$ cat src/rtl/alu_op_sequencer.sv
// Multi-cycle execute controller for an external 8-bit combinational ALU.
// Owns a small register file; implements MUL as repeated ALU ADD.
module alu_op_sequencer #(
    parameter int ADDR_W = 2
) (
    input  logic              clk,
    input  logic              reset,
    input  logic              ins_valid,
    output logic              ins_ready,
    input  logic [3:0]        ins_op,
    input  logic [ADDR_W-1:0] ins_rd,
    input  logic [ADDR_W-1:0] ins_rs,
    input  logic [7:0]        ins_imm,
    output logic [2:0]        alu_sel,
    output logic [7:0]        alu_a,
    output logic [7:0]        alu_b,
    input  logic [7:0]        alu_c,
    output logic              done,
    output logic              err,
    output logic [7:0]        result,
    output logic              busy,
    input  logic [ADDR_W-1:0] dbg_addr,
    output logic [7:0]        dbg_data
);

    localparam int unsigned NREG = 2**ADDR_W;

    typedef enum logic [1:0] {IDLE, EXEC, MUL} state_t;

    state_t            state;
    logic [7:0]        regs [NREG];
    logic [3:0]        op_q;
    logic [ADDR_W-1:0] rd_q;
    logic [7:0]        acc;
    logic [7:0]        cnt;
    logic [7:0]        mcand;
    logic [7:0]        rd_val;
    logic [7:0]        rs_val;
    logic [7:0]        opb_val;

    assign rd_val    = regs[ins_rd];
    assign rs_val    = regs[ins_rs];
    assign opb_val   = (ins_op == 4'd7) ? ins_imm : rs_val;
    assign ins_ready = (state == IDLE);
    assign busy      = (state != IDLE);
    assign dbg_data  = regs[dbg_addr];

    // ALU drive registers are loaded one edge early so they are stable
    // for the whole cycle in which alu_c is consumed.
    always_ff @(posedge clk) begin
        if (reset) begin
            state   <= IDLE;
            for (int unsigned i = 0; i < NREG; i++) regs[i] <= '0;
            done    <= 1'b0;
            err     <= 1'b0;
            result  <= '0;
            alu_sel <= '0;
            alu_a   <= '0;
            alu_b   <= '0;
            op_q    <= '0;
            rd_q    <= '0;
            acc     <= '0;
            cnt     <= '0;
            mcand   <= '0;
        end else begin
            done <= 1'b0;
            err  <= 1'b0;
            case (state)
                IDLE: begin
                    if (ins_valid && ins_ready) begin
                        op_q <= ins_op;
                        rd_q <= ins_rd;
                        if (ins_op == 4'd8) begin
                            state   <= MUL;
                            acc     <= '0;
                            cnt     <= rs_val;
                            mcand   <= rd_val;
                            alu_a   <= '0;
                            alu_sel <= (rs_val != 8'd0) ? 3'd5 : 3'd0;
                            alu_b   <= (rs_val != 8'd0) ? rd_val : 8'd0;
                        end else begin
                            state <= EXEC;
                            if (ins_op <= 4'd7) begin
                                alu_sel <= (ins_op == 4'd7) ? 3'd0 : ins_op[2:0];
                                alu_a   <= rd_val;
                                alu_b   <= opb_val;
                            end else begin
                                alu_sel <= '0;
                                alu_a   <= '0;
                                alu_b   <= '0;
                            end
                        end
                    end
                end
                EXEC: begin
                    if (op_q <= 4'd7) begin
                        regs[rd_q] <= alu_c;
                        result     <= alu_c;
                    end
                    err     <= (op_q > 4'd7);
                    done    <= 1'b1;
                    alu_sel <= '0;
                    alu_a   <= '0;
                    alu_b   <= '0;
                    state   <= IDLE;
                end
                MUL: begin
                    if (cnt != 8'd0) begin
                        acc <= alu_c;
                        cnt <= cnt - 8'd1;
                        // Last addition: release the ALU for the writeback cycle.
                        if (cnt == 8'd1) begin
                            alu_sel <= '0;
                            alu_a   <= '0;
                            alu_b   <= '0;
                        end else begin
                            alu_a <= alu_c;
                        end
                    end else begin
                        regs[rd_q] <= acc;
                        result     <= acc;
                        done       <= 1'b1;
                        state      <= IDLE;
                    end
                end
                default: state <= IDLE;
            endcase
        end
    end

endmodule

$ cat config.mk
export PLATFORM = sky130hd
export DESIGN_NAME = alu_op_sequencer
export DESIGN_NICKNAME = d
export VERILOG_FILES = /design/src/rtl/alu_op_sequencer.sv
export SDC_FILE = /design/constraint.sdc
export NUM_CORES = 1
export LEC_CHECK = 0
export CAP_MARGIN = 15
export CELL_PAD_IN_SITES_DETAIL_PLACEMENT = 0
export CELL_PAD_IN_SITES_GLOBAL_PLACEMENT = 1
export CORE_MARGIN = 1.5
export CORE_UTILIZATION = 44
export CTS_BUF_LIST = sky130_fd_sc_hd__clkbuf_4
export DETAILED_ROUTE_END_ITERATION = 16
export PLACE_DENSITY = 0.86
export SLEW_MARGIN = 30
export SYNTH_ARGS = -nofsm -noshare
export SYNTH_HDL_FRONTEND = slang
export SYNTH_SLANG_ARGS = --single-unit
$ cat constraint.sdc
create_clock -name clk -period 2.8 [get_ports clk]
set_input_delay 0.56 -clock clk [delete_from_list [all_inputs] [get_ports clk]]
set_output_delay 0.56 -clock clk [all_outputs]
set_load 0.01 [all_outputs]
# == Word level (Yosys, flattened, before mapping) ==
# Memory sizes are Yosys's and may differ from the RTL's.
# Cells that the tools add are included.
# totals
register_bits,53
ram_bits,32
in_bits,29
out_inout_bits,39
memories,1
# memory_table
name,depth,word_bits,read_ports,rd_clocked_by_memory_dff,wr,line,source
regs,4,8,3,0,4,31,logic [7:0] regs [NREG];
# classes
n_addsub,1
order_cmp,3
n_eq_ne,11
mux,52
bitwise_logic,2
reduce_logical,16
# op_table
operator,n
$mux W8,22
$pmux W8 S2,3
$pmux W8 S3,2
$mux W3,7
$reduce_bool A8 Y1,2
$mux W1,11
$pmux W3 S3,1
$eq A8 B1 Y1 const B,1
$le A4 B3 Y1 const B,2
$mux W2,4
$ne A2 B2 Y1 const B,4
$reduce_and A4 Y1,2
$reduce_or A8 Y1,1
$sub A8 B1 Y8 const B,1
$reduce_and A3 Y1,2
$reduce_bool A2 Y1,3
$eq A4 B3 Y1 const B,1
$eq A4 B4 Y1 const B,1
$gt A4 B3 Y1 const B,1
$ne A2 B1 Y1 const B,2
$pmux W2 S2,1
$reduce_and A2 Y1,2
$reduce_bool A3 Y1,1
$eq A2 B1 Y1 const B,1
7 further kinds,7

# == Depth between registers and ports, before layout ==
# depth
ltp_word,8
ltp_mapped,8
depth_no_buf,6

# == Worst setup path after synthesis ==
# No wires, ideal clock.
# synth_path
kind,register to register
from,reg cnt[4]
to,"mem regs[1][0], enable pin"
arrival_ns,1.906
setup_slack_ns,0.520
stages_incl_launch_ff,7
path_buffers,2
synth_period_minus_slack_ns,2.280
path_cell_list,dfxtp_1 or3_1 buf_2 nor4_1 buf_4 nor2_1 o21ai_1
# synth_lines
element,line,source
start: declaration,35,logic [7:0] cnt;
start signal: assignment,76,cnt <= rs_val;
start signal: assignment,110,cnt <= cnt - 8'd1;
end: declaration,31,

# == Worst setup path in the final report ==
# layout_path
from,in dbg_addr[0]
to,out dbg_data[2]
# layout_via
elab_chain_len,1
# layout_lines
element,line,source
start: declaration,22,"input logic [ADDR_W-1:0] dbg_addr,"
$mem_v2 Z4 W8,n/a,
end: declaration,23,output logic [7:0] dbg_data
# Every way passes these cells.

==> results.yml <==
die:
  rows: 37
  core_sq_um: 10200
  start_util: 0.448
  die_area_sq_um: 11000
  die_h_um: 105
  chipWidth_um: 105
  ios: 68
clock_tree:
  root_buffer: "clkbuf_4"
  cts_tree: "built"
  clockBufferDepth: 2
  h-tree-depth: 3
  cts_sinks: 82
  clk_pin_slew_ps: 170
  numCtsBuffers: 9
  postCtsSetupBuffers: 0
  clock_latency_ps: 450
  hold_buffers: 0
detailed_routing:
  drt_iter0_drc: 336
  drc_errors: 0
  vias_per_cell: 6.07
  wirelength_mm: 12.7
  vias: 3894
  post_drt_wl_per_cell_um: 19.8
  antenna_left: 0
  first_pass_iters: 5
timing:
  fin_hold_ws_ps: 486
  setup_tns_ps: 0
  fin_crit_sh: 0.934
  clock.fmax_mhz: 382
  rsz0062_at_grt: "false"
  worst_slew_pin_slew_ps: 863
  slew-limit-headroom: 0.420
  period_needed_ps: 2620
  skew_ps: 27.4
  hold_violations: 0
  setup_viol: 0
  layout_setup_ws_ps: 184
  finalMaxSlewViolations: 0
power:
  power_uw: 2700
  sequentialPowerShare: 0.498
  p_comb_frac: 0.190
  switching_power_uw: 767
  power_density_nw_per_um2: 473
  clkPwrFrac: 0.312
  power_leakage_uw: 0.00204
  irDropWorstVdd_uv: 319
  internal_power_uw: 1940
  sw_frac_of_total: 0.284
synthesis:
  ys_types: 60
  ys_seq_area_frac: 0.428
  yosysWarnings: 0
  avgSynthCellArea_sq_um: 10.7
  synth_top_area_frac: 0.218
  ys_ff_latch: 82
  synthesis.area_sq_um: 4580
  synth_area_leader_cell: "dfxtp_1"
  async_flop_share: 0
  synthesis.nets: 464
  synthFlopType: "dfxtp_1"
  synthCells: 428
  ys_top_cells_by_area: "dfxtp_1 22%, edfxtp_1 21%, mux4_2 12%, a21oi_1 5.2%, o32ai_2 3.5%"
  synth_edf_count: 32
grt:
  grt_max_degree: 40
  grt_pass1_vias: 3755
  gr-total-overflow: 0
  grt_pass1_wl_mm: 20.3
  antenna_found_initial: 0
  groute.usage.overall: 0.239
cells_and_area:
  area_delta_synth_final_pct: 24.8
  final_cells: 642
  layout_commonest_cell: "clkdlybuf4s50_1"
  drive_gt1_frac: 0.188
  most-common-layout-cells: "59 x clkdlybuf4s50_1, 50 x dfxtp_1, 48 x a21oi_1"
  final_nets: 537
  diodes: 0
critical_path:
  slowest_stage: "clkdlybuf4s50_1"
  critPathLaunchType: "primary input"
  critPathCaptureType: "primary output"
  slowest_delay_ps: 530
  critical_path_class: "primary input to primary output"
  cp_data_required_time_ps: 2240
  cp_max_fo: 8
  path_delay_family: "buffers and inverters"
  worstPathCellList: "clkdlybuf4s50_1 -> buf_12 -> mux4_2 -> dlygate4sd2_1"
  cp_num_buf_inv: 3
  arrival_ps: 2060
placed_design:
  routabilityCongestion: 0.976
  pre_cts_ws_ps: 4.07
  dpl.hpwl_mm: 9.49
  placedCellCount: 626
  place.port_buffers: 67
run_status:
  outcome: "complete, no violations"
job:
  maxCapViolCount: 0
min_path:
  hold_path_class: "register to register"
power by group through the flow:
stage / logic (uW) / registers, uW / clock network (uW)
after global routing: 551 / 1350 / 908
after floorplan: 279 / 1370 / 0
after detailed placement: 517 / 1370 / 0
final: 514 / 1350 / 844
after global placement: 510 / 1370 / 0
after CTS: 517 / 1350 / 853
final timing paths:
path	startpoint	endpoint	slack, ps	cells after the start
max reg2reg	state[0]	alu_a[6]	260	6
min	alu_b[4]	alu_b[4]	490	2
min reg2reg	alu_b[4]	alu_b[4]	490	2
max	dbg_addr[0]	dbg_data[2]	180	4
flip-flops by register name, indices dropped and copies added, names as in the netlist, 2 cells and up:
| register | flops |
|---|---|
| state | 2 |
| regs | 32 |
| alu_b | 8 |
| cnt | 8 |
| result | 8 |
| alu_sel | 3 |
| alu_a | 8 |
| rd_q | 2 |
| acc | 8 |
tightest hold or removal path, stage by stage, from the launching register on:
cell and delay, ps:
dfxtp_1 350, inv_1 60, o32ai_2 50
kinds of logic after synthesis:
logic type | Yosys count | share of synthesized area
adder cells (fa/ha/maj) | 7 | 0.0191
multiplexers | 41 | 0.155
buffers and inverters | 61 | 0.0568
AND/OR/NAND/NOR | 104 | 0.126
AO/OA/AOI/OAI | 133 | 0.215
flip-flops | 82 | 0.428
stage by stage:
step           instance area, sq um   util
3_3_place_gp                   5540  0.541
6_report                       5720  0.559
5_1_grt                        5720  0.559
2_1_floorplan                  4580      -
3_5_place_dp                   5540  0.541
4_1_cts                        5710  0.558
routing by layer:
| metal | vias to the layer above | global-route usage | routed length (um) |
|---|---|---|---|
| met5 | - | 0 | 0 |
| met4 | 0 | 0.0685 | 284 |
| met3 | 20 | 0.0430 | 1010 |
| met2 | 186 | 0.391 | 6230 |
| met1 | 1898 | 0.325 | 5220 |
| li1 | 1790 | - | - |
timing repair:
action / in CTS / in global routing
setup endpoints to repair: 2 / 6
resized for setup: 2 / 6
pin swaps: 0 / 0
Yosys cell counts, types with 5 or more instances:
master / number
inv_1: 26
a22oi_1: 8
nand3_1: 5
edfxtp_1: 32
nand4_1: 9
clkbuf_1: 20
nor3_1: 5
o32ai_2: 10
a211oi_1: 10
and2_1: 10
o21ai_1: 12
a311oi_1: 7
mux2i_1: 16
dfxtp_1: 50
nand2_1: 14
ha_1: 7
a21oi_1: 48
a22o_1: 8
mux4_2: 24
a31oi_1: 5
nor2_1: 33
cell type report:
cell class              instances  area (sq um)
clock buffers                   9          67.6
clock inverters                 7           105
fillers                       884          4510
inverters                      28           105
multi-input cells             285          2370
flip-flops and latches         82          1960
well taps                     136           170
repair buffers                 95           943
Power figures use the tool's default switching activity.
